### src/rtl/sdram_cmd_sched.sv
// Command scheduler for the W9825G6KH SDRAM: arbitrates one writer, one reader and a
// periodic auto-refresh, issuing ACTIVE / READ|WRITE with auto-precharge / AUTO REFRESH.
module sdram_cmd_sched (
   input  logic        REF_CLK,
   input  logic        RST_N,
   input  logic        init_done,
   input  logic        wr_req,
   input  logic [23:0] wr_addr,
   output logic        wr_ack,
   output logic        wr_data_en,
   input  logic        rd_req,
   input  logic [23:0] rd_addr,
   output logic        rd_ack,
   output logic        rd_data_vld,
   output logic [3:0]  sdram_cmd,
   output logic [12:0] sdram_a,
   output logic [1:0]  sdram_ba,
   output logic        busy
);

   localparam int unsigned T_RCD      = 2;
   localparam int unsigned T_RC       = 8;
   localparam int unsigned WR_GAP     = 12;
   localparam int unsigned RD_GAP     = 13;
   localparam int unsigned CAS_LAT    = 3;
   localparam int unsigned BURST      = 8;
   localparam int unsigned REF_PERIOD = 780;
   localparam int unsigned REF_W      = $clog2(REF_PERIOD);
   localparam int unsigned CNT_W      = 4;
   localparam int unsigned BURST_W    = $clog2(BURST);

   localparam logic [3:0] CMD_NOP = 4'b0111;
   localparam logic [3:0] CMD_ACT = 4'b0011;
   localparam logic [3:0] CMD_RD  = 4'b0101;
   localparam logic [3:0] CMD_WR  = 4'b0100;
   localparam logic [3:0] CMD_REF = 4'b0001;

   typedef enum logic [1:0] {IDLE, ACT_WAIT, ACC_WAIT, REF_WAIT} state_t;

   state_t             state;
   logic [CNT_W-1:0]   cnt;
   logic [REF_W-1:0]   ref_cnt;
   logic               ref_pending;
   logic               last_wr;
   logic               acc_wr;
   logic [1:0]         acc_ba;
   logic [8:0]         acc_col;
   logic [BURST_W-1:0] wr_left;
   logic [BURST_W-1:0] rd_left;
   logic [CAS_LAT-1:0] rd_dly;

   logic        pick_wr_c;
   logic [23:0] sel_addr_c;

   // Single requester wins outright; under contention alternate away from the last grant
   always_comb begin
      pick_wr_c  = wr_req && (!rd_req || !last_wr);
      sel_addr_c = pick_wr_c ? wr_addr : rd_addr;
   end

   always_ff @(posedge REF_CLK or negedge RST_N) begin
      if (!RST_N) begin
         state       <= IDLE;
         cnt         <= '0;
         ref_cnt     <= '0;
         ref_pending <= 1'b0;
         last_wr     <= 1'b0;
         acc_wr      <= 1'b0;
         acc_ba      <= '0;
         acc_col     <= '0;
         wr_left     <= '0;
         rd_left     <= '0;
         rd_dly      <= '0;
         sdram_cmd   <= CMD_NOP;
         sdram_a     <= '0;
         sdram_ba    <= '0;
         wr_ack      <= 1'b0;
         rd_ack      <= 1'b0;
         wr_data_en  <= 1'b0;
         rd_data_vld <= 1'b0;
         busy        <= 1'b0;
      end else begin
         sdram_cmd <= CMD_NOP;
         sdram_a   <= '0;
         sdram_ba  <= '0;
         wr_ack    <= 1'b0;
         rd_ack    <= 1'b0;
         rd_dly    <= {rd_dly[CAS_LAT-2:0], 1'b0};

         // Burst strobes run off their own counters once launched
         if (wr_left != '0) wr_left <= wr_left - BURST_W'(1);
         else               wr_data_en <= 1'b0;

         if (rd_dly[CAS_LAT-1]) begin
            rd_data_vld <= 1'b1;
            rd_left     <= BURST_W'(BURST - 1);
         end else if (rd_left != '0) begin
            rd_left <= rd_left - BURST_W'(1);
         end else begin
            rd_data_vld <= 1'b0;
         end

         if (!init_done) begin
            state       <= IDLE;
            busy        <= 1'b0;
            ref_cnt     <= '0;
            ref_pending <= 1'b0;
         end else begin
            if (ref_cnt == REF_W'(REF_PERIOD - 1)) begin
               ref_cnt     <= '0;
               ref_pending <= 1'b1;
            end else begin
               ref_cnt <= ref_cnt + REF_W'(1);
            end

            case (state)
               IDLE: begin
                  if (ref_pending) begin
                     sdram_cmd   <= CMD_REF;
                     ref_pending <= 1'b0;
                     cnt         <= CNT_W'(T_RC - 2);
                     state       <= REF_WAIT;
                     busy        <= 1'b1;
                  end else if (wr_req || rd_req) begin
                     sdram_cmd <= CMD_ACT;
                     sdram_ba  <= sel_addr_c[23:22];
                     sdram_a   <= sel_addr_c[21:9];
                     acc_wr    <= pick_wr_c;
                     acc_ba    <= sel_addr_c[23:22];
                     acc_col   <= sel_addr_c[8:0];
                     last_wr   <= pick_wr_c;
                     cnt       <= CNT_W'(T_RCD - 1);
                     state     <= ACT_WAIT;
                     busy      <= 1'b1;
                  end
               end
               ACT_WAIT: begin
                  if (cnt == '0) begin
                     sdram_ba <= acc_ba;
                     sdram_a  <= {2'b00, 1'b1, 1'b0, acc_col};
                     state    <= ACC_WAIT;
                     if (acc_wr) begin
                        sdram_cmd  <= CMD_WR;
                        wr_ack     <= 1'b1;
                        wr_data_en <= 1'b1;
                        wr_left    <= BURST_W'(BURST - 1);
                        cnt        <= CNT_W'(WR_GAP - 2);
                     end else begin
                        sdram_cmd <= CMD_RD;
                        rd_ack    <= 1'b1;
                        rd_dly    <= {rd_dly[CAS_LAT-2:0], 1'b1};
                        cnt       <= CNT_W'(RD_GAP - 2);
                     end
                  end else begin
                     cnt <= cnt - CNT_W'(1);
                  end
               end
               ACC_WAIT, REF_WAIT: begin
                  if (cnt == '0) begin
                     state <= IDLE;
                     busy  <= 1'b0;
                  end else begin
                     cnt <= cnt - CNT_W'(1);
                  end
               end
               default: begin
                  state <= IDLE;
                  busy  <= 1'b0;
               end
            endcase
         end
      end
   end

endmodule

### config.mk
export PLATFORM = sky130hd
export DESIGN_NAME = sdram_cmd_sched
export DESIGN_NICKNAME = d
export VERILOG_FILES = /design/src/rtl/sdram_cmd_sched.sv
export SDC_FILE = /design/constraint.sdc
export NUM_CORES = 1
export LEC_CHECK = 0
export CORE_ASPECT_RATIO = 1.5
export CORE_MARGIN = 5
export CORE_UTILIZATION = 52
export DETAILED_ROUTE_END_ITERATION = 10
export GPL_TIMING_DRIVEN = 0
export PLACE_DENSITY = 0.86
export SETUP_SLACK_MARGIN = 0.2
export SLEW_MARGIN = 20
export SYNTH_ARGS = -nofsm -noshare
export SYNTH_HDL_FRONTEND = slang
export SYNTH_SLANG_ARGS = --single-unit
export TNS_END_PERCENT = 30
### constraint.sdc
create_clock -name REF_CLK -period 4.74 [get_ports REF_CLK]
set_clock_uncertainty 0.05 [all_clocks]
set_input_delay 0.711 -clock REF_CLK [delete_from_list [all_inputs] [get_ports REF_CLK]]
set_output_delay 0.711 -clock REF_CLK [all_outputs]
set_load 0.03 [all_outputs]
==> impl_metrics.csv <==
group,metric,value,unit
run_status,outcome,"completed",
grt,globalRouteOverflowTotal,0,
logic_synthesis,main_combinational_cell_family_by_area_after_synthesis,"simple AND/OR/NAND/NOR gates",
worst_setup_path,total_buffers_and_inverters_traversed_by_the_critical_path,2,
logic_synthesis,synthFlopType,"sky130_fd_sc_hd__dfrtp_1",
clock_network,number_of_gates_resized_after_cts,0,
worst_setup_path,crit_arrival,2.50,ns
sta,tightest_slew,0.728,ns
worst_setup_path,timing.critical_path.max_delay_family,"buffers and inverters",
clock_network,h-tree-depth,3,
worst_setup_path,worstPathCellList,"clkdlybuf4s50_1 > a21boi_2 > buf_4 > mux2_2 > a22oi_1 > nor2_1",
sta,fin_crit_sh,0.493,
floorplan,die-area,6950,um2
final_layout,synthToLayoutAreaGrowth,35.6,%
floorplan,fp.dieH,99.6,um
detailed_routing,first_iter_violations,109,
worst_setup_path,crit_required,4.90,ns
logic_synthesis,yosys.area_share.adder,0.0359,
grt,antenna_found_initial,0,
place,numPortBuffers,74,
worst_setup_path,cp-end-kind,"register",
logic_synthesis,synth-compound-area-share,0.114,
final_layout,nNetsFinal,404,
grt,grt_util_all_layers,0.193,
worst_setup_path,cp_slowest_cell,"sky130_fd_sc_hd__clkdlybuf4s50_1",
flow_run,maxCapViolations,0,
place,post-place-cells,400,
final_layout,area_of_all_sequential_standard_cells,1510,um2
clock_network,numCtsBuffers,9,
clock_network,cts_max_path_buffers,2,
clock_network,cts.sink_count,60,
grt,maximum_number_of_pins_on_one_net_before_global_route_repair,61,
detailed_routing,drt-wirelength-per-cell,14.9,um
sta,timing_hold_violations_final,0,
clock_network,cts_tree,"done",
logic_synthesis,synth_simple_gate_area_share,0.142,
clock_network,post_cts_hold_buffer_count,0,
detailed_routing,final_wirelength,6170,um
final_layout,antenna_cells,0,
detailed_routing,route.antenna.remaining_nets,0,
worst_setup_path,critPathMaxFanout,10,
logic_synthesis,synth.top_cells.by_area,"sky130_fd_sc_hd__dfrtp_1 51%, sky130_fd_sc_hd__mux2i_1 5.0%, sky130_fd_sc_hd__mux2_2 4.4%, sky130_fd_sc_hd__nor2_1 3.8%, sky130_fd_sc_hd__ha_1 3.6%",
final_layout,non_filler_cells_final,415,
final_layout,drive_above_1_share,0.112,
logic_synthesis,synthMuxAreaShare,0.0948,
detailed_routing,routed-via-count,2220,
logic_synthesis,syn-mean-instance-area,10.8,um2
floorplan,rows,32,
floorplan,io-pin-count,77,
sta,fin_tns_setup,0,ns
worst_setup_path,critPathLaunchType,"input pin",
logic_synthesis,synth_seq_area_share,0.540,
sta,fin_hold_ws,0.300,ns
sta,setup_repair_after_global_routing_missed_its_margin,"false",
sta,final.min_clock_period,2.34,ns
pwr,vdd_ir_drop_max,273,uV
sta,timing.final.setup_violations,0,
sta,fmax,0.428,GHz
place,gp_congestion,0.758,
logic_synthesis,number_of_flops_mapped_to_enable_cells_by_yosys,0,
logic_synthesis,ys_warn_count,0,
worst_setup_path,critPathMaxStageDelay,0.49,ns
place,dp_hpwl,4590,um
grt,grt_pass1_vias,2285,
sta,slew_headroom,0.515,
detailed_routing,drt_first_pass_iters,4,
grt,grt_pass1_wl,10400,um
detailed_routing,drc,0,
clock_network,clk_transition_reported_paths,0.06,ns
clock_network,cts_setup_buffers,0,
final_layout,final_util,0.731,
final_layout,fill_cells,369,
logic_synthesis,synthesized_cell_area,2790,um2
floorplan,initial_core_utilization,0.539,
logic_synthesis,yosys.cell_types.count,44,
logic_synthesis,ys_seq_elements,60,
sta,final-max-slew-violation-count,0,
logic_synthesis,postSynth.asyncResetShare,1.00,
floorplan,floorplan.core_area,5160,um2
detailed_routing,via_per_inst,5.35,
clock_network,worstSkewPairLatency,0.34,ns
pwr,power_density,470,nW/um2
logic_synthesis,yosys.area_share.xor_xnor,0.0314,
logic_synthesis,synth_top_cell_area_share,0.512,
clock_network,root_buffer,"sky130_fd_sc_hd__clkbuf_8",
pwr,power.leakage,1.73,nW
logic_synthesis,gate_count_after_technology_mapping,258,
pwr,finalPower,1.78,mW
final_layout,multiInputGateArea,1170,um2
logic_synthesis,synth_nets,319,
worst_setup_path,worst_setup_path_category,"in2reg",
floorplan,die_w,69.8,um
worst_hold_path,worst_hold_path_type,"reg2reg",
logic_synthesis,synthDominantAreaCellType,"sky130_fd_sc_hd__dfrtp_1",
through the flow:
step	area (um2)	setup WS (ns)
global placement	3610	1.10
floorplan	2790	2.81
global route	3780	2.28
CTS	3780	2.41
detailed placement	3610	2.06
finish	3780	2.40
final timing paths:
check,from,to,slack [ns],depth (start not counted)
worst max-delay path,wr_req,sdram_a[7]$_DFF_PN0_,2.40,6
worst min-delay path,rd_dly[1]$_DFF_PN0_,rd_dly[2]$_DFF_PN0_,0.30,0
worst max register to register,cnt[0]$_DFFE_PN0P_,sdram_a[5]$_DFF_PN0_,2.62,8
worst min register to register,rd_dly[1]$_DFF_PN0_,rd_dly[2]$_DFF_PN0_,0.30,0
max in group asynchronous,RST_N,acc_col[8]$_DFFE_PN0P_,3.78,1
min in group asynchronous,RST_N,wr_left[2]$_DFF_PN0_,0.38,1
synthesized netlist by cell type (all sizes together), types with 5 or more instances:
cell   instances
nor2          28
a22oi         11
dfrtp         57
o21ai         18
nand3          6
mux2i         14
inv           15
xnor2          6
ha             8
mux2          11
buf            5
nand2         23
metal layers:
layer,up-vias,track usage,routed length (um)
li1,1055,-,-
met1,1083,0.196,2270
met2,75,0.357,3350
met3,7,0.0647,458
met4,0,0.0855,92
met5,-,0,0
power by group:
part,leakage [nW],internal [mW],switching [mW]
registers,0.777,0.652,0.0875
logic,0.867,0.290,0.352
clock network,0.0893,0.214,0.182
total,1.73,1.16,0.621
sequential cells by signal, summed over array words and instances (netlist names):
| register | cells |
|---|---|
| sdram_a | 13 |
| ref_cnt | 10 |
| acc_col | 9 |
| cnt | 4 |
| rd_dly | 3 |
| rd_left | 3 |
| sdram_cmd | 3 |
| wr_left | 3 |
| acc_ba | 2 |
| sdram_ba | 2 |
| state | 2 |
| acc_wr | 1 |
| busy | 1 |
| rd_data_vld | 1 |
| ref_pending | 1 |
| wr_ack | 1 |
| wr_data_en | 1 |
cell families after synthesis:
family / after synthesis
AOI/OAI and AO/OA: 48
xor gates and xnor gates: 10
adders and majority gates: 8
buffers and inverters: 24
DFF: 60
muxes: 25
other: 1
and+or+nand+nor: 82
layout make-up:
class	count	share of cell area
Timing Repair Buffer	74	0.195
Sequential cell	60	0.398
Multi-Input combinational cell	174	0.310
Clock inverter	2	0.00265
Tap cell	68	0.0225
Buffer	9	0.0142
Inverter	15	0.0149
Clock buffer	13	0.0421
worst reg2reg max path, stage by stage, from the launching register on:
cell                      delay (ns)
sky130_fd_sc_hd__dfrtp_1        0.39
sky130_fd_sc_hd__inv_1          0.14
sky130_fd_sc_hd__ha_1           0.19
sky130_fd_sc_hd__or3b_1         0.34
sky130_fd_sc_hd__buf_2          0.18
sky130_fd_sc_hd__nor3_4         0.29
sky130_fd_sc_hd__buf_6          0.21
sky130_fd_sc_hd__a22oi_1        0.10
sky130_fd_sc_hd__nor2_1         0.16
cells in the final DEF (no fill, tap or decap), drive strengths merged, types with 2 or more instances in the layout:
master / synthesis / layout
and2: 3 / 3
xnor2: 6 / 6
or3: 2 / 2
dfstp: 3 / 3
clkbuf: 4 / 17
nand2: 23 / 23
o31ai: 3 / 3
a22oi: 11 / 11
mux2: 11 / 11
inv: 15 / 15
nand3: 6 / 6
nor3: 4 / 4
a31o: 2 / 2
mux2i: 14 / 14
o21ai: 18 / 18
nand4: 2 / 2
clkinv: 0 / 2
nand2b: 4 / 4
ha: 8 / 8
nor2: 28 / 28
a21oi: 3 / 3
a21o: 4 / 4
and3: 2 / 2
dfrtp: 57 / 57
clkdlybuf4s50: 0 / 73
buf: 5 / 6
xor2: 4 / 4
nor2b: 2 / 2
No activity file was read; power rests on OpenSTA's default activity.
